File: src/rtl/jam_cost_eval_pkg.sv
// Shared JAM datapath definitions: problem size, datapath widths and the
// evaluator state encoding. Also used by the permutation generator.
package jam_pkg;

    localparam int unsigned N      = 8;
    localparam int unsigned COST_W = 7;
    localparam int unsigned IDX_W  = $clog2(N);
    localparam int unsigned SUM_W  = COST_W + IDX_W;
    localparam int unsigned CNT_W  = 16;

    typedef logic [IDX_W-1:0] idx_t;
    typedef logic [SUM_W-1:0] sum_t;
    typedef logic [CNT_W-1:0] cnt_t;

    typedef enum logic [2:0] {
        S_IDLE      = 3'd0,
        S_WAIT_PERM = 3'd1,
        S_ACCUM     = 3'd2,
        S_UPDATE    = 3'd3,
        S_DONE      = 3'd4
    } state_e;

    // True when job j sits where the fully descending permutation puts it
    // for worker i. The descending permutation is the last one generated.
    function automatic logic is_desc_pos(input idx_t i, input idx_t j);
        return j == (idx_t'(N - 1) - i);
    endfunction

endpackage

File: src/rtl/jam_cost_eval_min_tracker.sv
// Running minimum of permutation totals and the number of permutations
// that hit that minimum. Count saturates at all ones.
module jam_min_tracker
    import jam_pkg::*;
(
    input  logic clk,
    input  logic rst,
    input  logic clear,
    input  logic update,
    input  sum_t sum,
    output sum_t min_cost,
    output cnt_t match_count
);

    sum_t r_min;
    cnt_t r_cnt;
    logic w_less;
    logic w_equal;
    logic w_cnt_sat;

    // Compare the finished total against the current minimum.
    always_comb begin
        w_less    = sum < r_min;
        w_equal   = sum == r_min;
        w_cnt_sat = &r_cnt;
    end

    // Clear on a new run; replace on a strictly smaller total, count ties.
    always_ff @(posedge clk or posedge rst) begin
        if (rst) begin
            r_min <= '0;
            r_cnt <= '0;
        end else if (clear) begin
            r_min <= '1;
            r_cnt <= '0;
        end else if (update) begin
            if (w_less) begin
                r_min <= sum;
                r_cnt <= cnt_t'(1);
            end else if (w_equal && !w_cnt_sat) begin
                r_cnt <= r_cnt + 1'b1;
            end
        end
    end

    assign min_cost    = r_min;
    assign match_count = r_cnt;

endmodule

File: src/rtl/jam_cost_eval.sv
// JAM cost evaluator: consumes permutations over a valid/ready handshake,
// sums N worker/job costs per permutation from a combinational ROM and
// hands each total to the minimum tracker. Stops after the descending
// permutation and holds results with done high.
module jam_cost_eval
    import jam_pkg::*;
(
    input  logic              clk,
    input  logic              rst,
    input  logic              start,
    input  logic              perm_ready,
    input  idx_t [N-1:0]      perm,
    output logic              perm_valid,
    output idx_t              cost_w,
    output idx_t              cost_j,
    input  logic [COST_W-1:0] cost_data,
    output logic              busy,
    output logic              done,
    output sum_t              min_cost,
    output cnt_t              match_count
);

    state_e r_state;
    idx_t   r_idx;
    sum_t   r_sum;
    logic   r_desc;

    idx_t   w_perm_j;
    logic   w_last;
    logic   w_clear;
    logic   w_update;

    // Decode state into handshake, ROM address and status outputs.
    always_comb begin
        w_perm_j   = perm[r_idx];
        w_last     = r_idx == idx_t'(N - 1);
        w_clear    = (r_state == S_IDLE) && start;
        w_update   = r_state == S_UPDATE;
        perm_valid = w_update && !r_desc;
        cost_w     = '0;
        cost_j     = '0;
        if (r_state == S_ACCUM) begin
            cost_w = r_idx;
            cost_j = w_perm_j;
        end
        busy = (r_state == S_WAIT_PERM) || (r_state == S_ACCUM) ||
               (r_state == S_UPDATE);
        done = r_state == S_DONE;
    end

    // Control FSM with the per-permutation accumulator and descending flag.
    always_ff @(posedge clk or posedge rst) begin
        if (rst) begin
            r_state <= S_IDLE;
            r_idx   <= '0;
            r_sum   <= '0;
            r_desc  <= 1'b0;
        end else begin
            case (r_state)
                S_IDLE: begin
                    if (start) begin
                        r_state <= S_WAIT_PERM;
                    end
                end
                S_WAIT_PERM: begin
                    if (perm_ready) begin
                        r_idx   <= '0;
                        r_sum   <= '0;
                        r_desc  <= 1'b1;
                        r_state <= S_ACCUM;
                    end
                end
                S_ACCUM: begin
                    r_sum <= r_sum + sum_t'(cost_data);
                    if (!is_desc_pos(r_idx, w_perm_j)) begin
                        r_desc <= 1'b0;
                    end
                    if (w_last) begin
                        r_state <= S_UPDATE;
                    end else begin
                        r_idx <= r_idx + 1'b1;
                    end
                end
                S_UPDATE: begin
                    r_state <= r_desc ? S_DONE : S_WAIT_PERM;
                end
                S_DONE: begin
                    r_state <= S_DONE;
                end
                default: begin
                    r_state <= S_IDLE;
                end
            endcase
        end
    end

    jam_min_tracker u_min_tracker (
        .clk         (clk),
        .rst         (rst),
        .clear       (w_clear),
        .update      (w_update),
        .sum         (r_sum),
        .min_cost    (min_cost),
        .match_count (match_count)
    );

endmodule

File: config.mk
export PLATFORM = sky130hd
export DESIGN_NAME = jam_cost_eval
export DESIGN_NICKNAME = d
export VERILOG_FILES = /design/src/rtl/jam_cost_eval_pkg.sv /design/src/rtl/jam_cost_eval_min_tracker.sv /design/src/rtl/jam_cost_eval.sv
export SDC_FILE = /design/constraint.sdc
export NUM_CORES = 1
export LEC_CHECK = 0
export BUFFER_PORTS_ARGS = -buffer_cell sky130_fd_sc_hd__buf_2
export CAP_MARGIN = 0
export CORE_ASPECT_RATIO = 1.1
export CORE_UTILIZATION = 45
export DETAILED_ROUTE_END_ITERATION = 12
export PLACE_DENSITY_LB_ADDON = 0.1
export SLEW_MARGIN = 40
export SYNTH_ARGS = -nofsm -noshare
export SYNTH_HDL_FRONTEND = slang
export SYNTH_SLANG_ARGS = --single-unit
File: constraint.sdc
create_clock -name clk -period 6.7 [get_ports clk]
set_input_delay 1.005 -clock clk [delete_from_list [all_inputs] [get_ports clk]]
set_output_delay 1.005 -clock clk [all_outputs]
set_load 0.01 [all_outputs]
# After elaboration in Yosys (flattened, before gate mapping)
# Index checks and enable logic that the tools add are counted.
# op_classes
eq_ne	12
mux	24
n_reduce_logical	19
n_addsub	4
order_cmp	2
# op_table
cell	n
16-bit two-way mux	4
10-bit two-way mux	4
3-bit two-way mux	9
10-bit case mux with 2 select lines	1
16-bit by 1-bit adder with 16-bit output (second input constant)	1
16-bit AND reduction	1
3-bit case mux with 5 select lines	1
10-bit by 7-bit adder with 10-bit output	1
10-bit equality test	1
10-bit < comparator	1
2-bit inequality test (second input constant)	5
3-bit binary-select mux with 3-bit select	1
3-bit AND reduction	3
3-bit by 2-bit equality test with 1-bit output (second input constant)	2
3-bit equality test (second input constant)	2
3-bit case mux with 2 select lines	1
2-bit AND reduction	3
2-bit nonzero test	3
3-bit by 4-bit < comparator with 1-bit output (second input constant)	1
3-bit by 1-bit adder with 3-bit output (second input constant)	1
3-bit by 1-bit equality test with 1-bit output (second input constant)	1
3-bit equality test	1
1-bit logical AND	3
3-bit zero test	1
other kinds (6)	9
# totals
in_bits	35
out_inout_bits	35
register_bits	43
wordCells	67

# Logic depth before layout (Yosys ltp)
# depth
ltp_word	7
mapped_depth	10

# Modules after synthesis
# From an unflattened synthesis, not the netlist that was laid out.
# hier_totals
hier_cells	337
hier_area_um2	3099.2
# modules_own_cells
mod	area_per_inst_um2	cells_per_inst	instances
jam_min_tracker	1751.7	192	1
jam_cost_eval	1347.5	145	1

# Worst setup path after synthesis
# No wires, ideal clock.
# synth_path
path_type	input to output
start	in perm[21] (netlist bit)
end	out cost_j[0]
required_time_ns	5.695
setup_slack_ns	3.952
path_stages	3
arrival_ns	1.743
path_cell_list	mux4_2 -> mux2i_1 -> nor2_1
# synth_between
elab_chain_cells	3
# synth_rtl
element	line	text
start, declared	jam_cost_eval.sv:12	input idx_t [N-1:0] perm,
3-bit binary-select mux with 3-bit select	jam_cost_eval.sv:35	w_perm_j = perm[r_idx];
3-bit two-way mux (not written as such)	jam_cost_eval.sv:35	
3-bit two-way mux	jam_cost_eval.sv:42	if (r_state == S_ACCUM) begin
end, declared	jam_cost_eval.sv:15	output idx_t cost_j,
# No other way between the ends. The select of a mux whose other input is x is not followed.

# Worst setup path after layout
# layout_path
start	reg r_idx[0]
end	out cost_j[0]
# layout_between
elab_chain_cells	3
# layout_rtl
element	line	text
start, declared	jam_cost_eval.sv:24	idx_t r_idx;
start signal, assigned	jam_cost_eval.sv:81	r_idx <= r_idx + 1'b1;
3-bit binary-select mux with 3-bit select	jam_cost_eval.sv:35	
3-bit two-way mux (not written as such)	jam_cost_eval.sv:35	
3-bit two-way mux	jam_cost_eval.sv:42	
# No other way between the ends. The select of a mux whose other input is x is not followed.

==> results.yml <==
run_status:
  outcome: "completed"
layout:
  num_antenna_cells: 0
  area_growth_pct: 18.0
  drive_above_1_share_pct: 26.7
  layout_common_cells: "69 x buf_2, 43 x dfrtp_1, 32 x nand2_1, 27 x o21ai_0, 25 x a21oi_1"
  final_net_count: 444
  layout_commonest_cell: "buf_2"
floorplanning:
  die_h_um: 87.4
  die_area_um2: 6960
  die_x_um: 79.6
  coreArea_um2: 6270
  row_count: 30
  start_util_pct: 47.6
  pin_count: 70
grt:
  grt_pass1_vias: 2542
  grt_first_pass_wirelength_um: 11600
  grt_remaining_overflow: 0
  track_usage_pct: 20.9
  antenna_found_initial: 0
  grt_start_max_net_pins: 44
clock_tree:
  cts-hold-fix-buffers: 0
  cts_buffers: 5
  cts_tree: "done"
  clk_path_buf_depth: 2
  cts_max_level: 2
  cts_root_buf: "clkbuf_8"
  clock_latency_ps: 300
  post-cts-setup-buffers: 0
  cts_sinks: 43
  cts_resized: 0
  clkTransAtPathRegs_ps: 80
flow_run:
  maxCapViolCount: 0
worst_setup_path:
  cpLargestDelayFamily: "multiplexers"
  worstPathArrival_ps: 2030
  critical_path.max_fanout: 12
  criticalPathCategory: "reg2out"
  slowest_stage: "dfrtp_1"
  cp-start-kind: "register"
  cp-end-kind: "output pin"
  crit_path_cell_trace: "mux4_2 > mux2i_1 > nor2_1 > buf_2"
  path_buf_inv: 1
  required_ps: 5690
  slowest_delay_ps: 720
place:
  place_congestion: 0.867
  io_buffers: 69
  dpl.hpwl_um: 4980
drt:
  routedWlPerCell_um: 14.3
  vias_per_cell: 5.77
  drt_first_pass_iters: 4
  drc: 0
  antenna_left: 0
  drt_iter0_drc: 113
  vias: 2708
  wirelength_um: 6730
sta:
  maxSlewViolCount: 0
  clock_skew_ps: 12.3
  timing.fmax_mhz: 329
  holdWs_ps: 533
  setup_tns_ps: 0
  rsz0062_at_grt: "no"
  slew_headroom_pct: 60.1
  finalCritPeriodShare_pct: 45.3
  worst_slew_pin_slew_ps: 594
  period_needed_ps: 3040
  finalSetupViolations: 0
  finalHoldViolCount: 0
synthesis:
  synth_nets: 380
  ys_seq_area_share_pct: 36.1
  async_flop_share_pct: 100
  synth-edff-count: 0
  synth_cell_type_count: 59
  synth_area_um2: 2980
  synth_seq_cells: 43
  syn_avg_cell_area_um2: 9.21
  synth_cells: 324
  ys.flop_type: "dfrtp_1"
  ys_warn_count: 0
hold_path:
  hp-class: "reg2reg"
power_and_ir_drop:
  powerDensity_nw_per_um2: 379
  peakVddDrop_v: 0.000185
  p_leak_nw: 1.69
==> registers in the layout, summed over array words and instances, names as in the netlist <==
signal	count
r_sum	10
r_idx	3
u_min_tracker.min_cost	10
u_min_tracker.match_count	16
r_state	3
r_desc	1
==> cells in the mapped netlist (3+ instances only) <==
master,count,share of area [%]
dfrtp_1,43,36
nand2_1,32,4.0
o21ai_0,27,4.5
a21oi_1,26,4.4
inv_1,23,2.9
nor2_1,22,2.8
ha_1,20,8.4
nand4_1,9,1.9
nor3_1,9,1.5
clkbuf_1,8,1.0
mux4_2,8,6.0
nand3_1,7,1.2
and3_1,6,1.3
or3_1,6,1.3
o211ai_1,5,1.3
buf_2,4,0.67
nand2b_1,4,0.84
o21ai_1,4,0.67
xor2_1,4,1.2
a21o_1,3,0.75
o31ai_1,3,0.75
or4_1,3,0.75
or4b_1,3,1.0
==> metrics by stage <==
step,utilization (%),setup slack (ps),area [µm²],std cells,power (mW)
3_5_place_dp,53.8,3700,3370,460,1.09
2_1_floorplan,-,3950,2980,324,0.933
5_1_grt,56.2,3480,3520,469,1.46
3_3_place_gp,53.8,3710,3370,460,1.08
6_report,56.2,3660,3520,469,1.33
4_1_cts,55.9,3630,3500,468,1.34
==> cells by family after synthesis <==
logic type / count (synthesis) / share of synthesized area (%)
fa+ha+maj: 21 / 9.06
mux: 11 / 7.09
flops: 43 / 36.1
xor+xnor: 5 / 1.47
simple gates: 112 / 19.5
buf+inv: 38 / 5.32
compound gates: 94 / 21.6
==> final timing paths <==
path / startpoint / end / slack, ps / cells after the start
max: r_idx[0]$_DFFE_PP0P_ / cost_j[0] / 3660 / 4
min: r_sum[9]$_DFFE_PP0P_ / r_sum[9]$_DFFE_PP0P_ / 530 / 1
max reg2reg: r_sum[5]$_DFFE_PP0P_ / u_min_tracker.match_count[14]$_DFFE_PP0P_ / 3970 / 8
min reg2reg: r_sum[9]$_DFFE_PP0P_ / r_sum[9]$_DFFE_PP0P_ / 530 / 1
max in group asynchronous: rst / r_state[1]$_DFFE_PP0P_ / 5490 / 3
min in group asynchronous: rst / u_min_tracker.match_count[3]$_DFFE_PP0P_ / 840 / 3
==> layout make-up <==
cell class	instances	area, µm²
Clock buffer	6	72.6
Inverter	23	86.3
Multi-Input combinational cell	243	1760
Clock inverter	2	60.1
Tap cell	80	100
Fill cell	565	2750
Sequential cell	43	1080
Timing Repair Buffer	72	365
==> power by group <==
group	internal (mW)	switching [mW]	total, mW
combinational	0.280	0.375	0.655
sequential	0.331	0.103	0.434
clock	0.149	0.0955	0.245
total	0.760	0.574	1.33
==> worst reg2reg max path, stage by stage (launching register included) <==
cell and delay (ps):
dfrtp_1 440, ha_1 340, a21oi_2 160, o21ai_2 80, a2111oi_4 610, clkbuf_2 300, o31ai_4 150, or4_1 510
nand2_1 80
==> per-layer routing <==
metal | share of wire, % | track usage [%] | vias to the layer above
li1 | - | - | 1321
met1 | 47 | 26.9 | 1309
met2 | 48 | 36.5 | 73
met3 | 4.2 | 3.87 | 5
met4 | 0.61 | 4.30 | 0
met5 | 0 | 0 | -
Note: power is estimated with default switching activity, not from simulation.
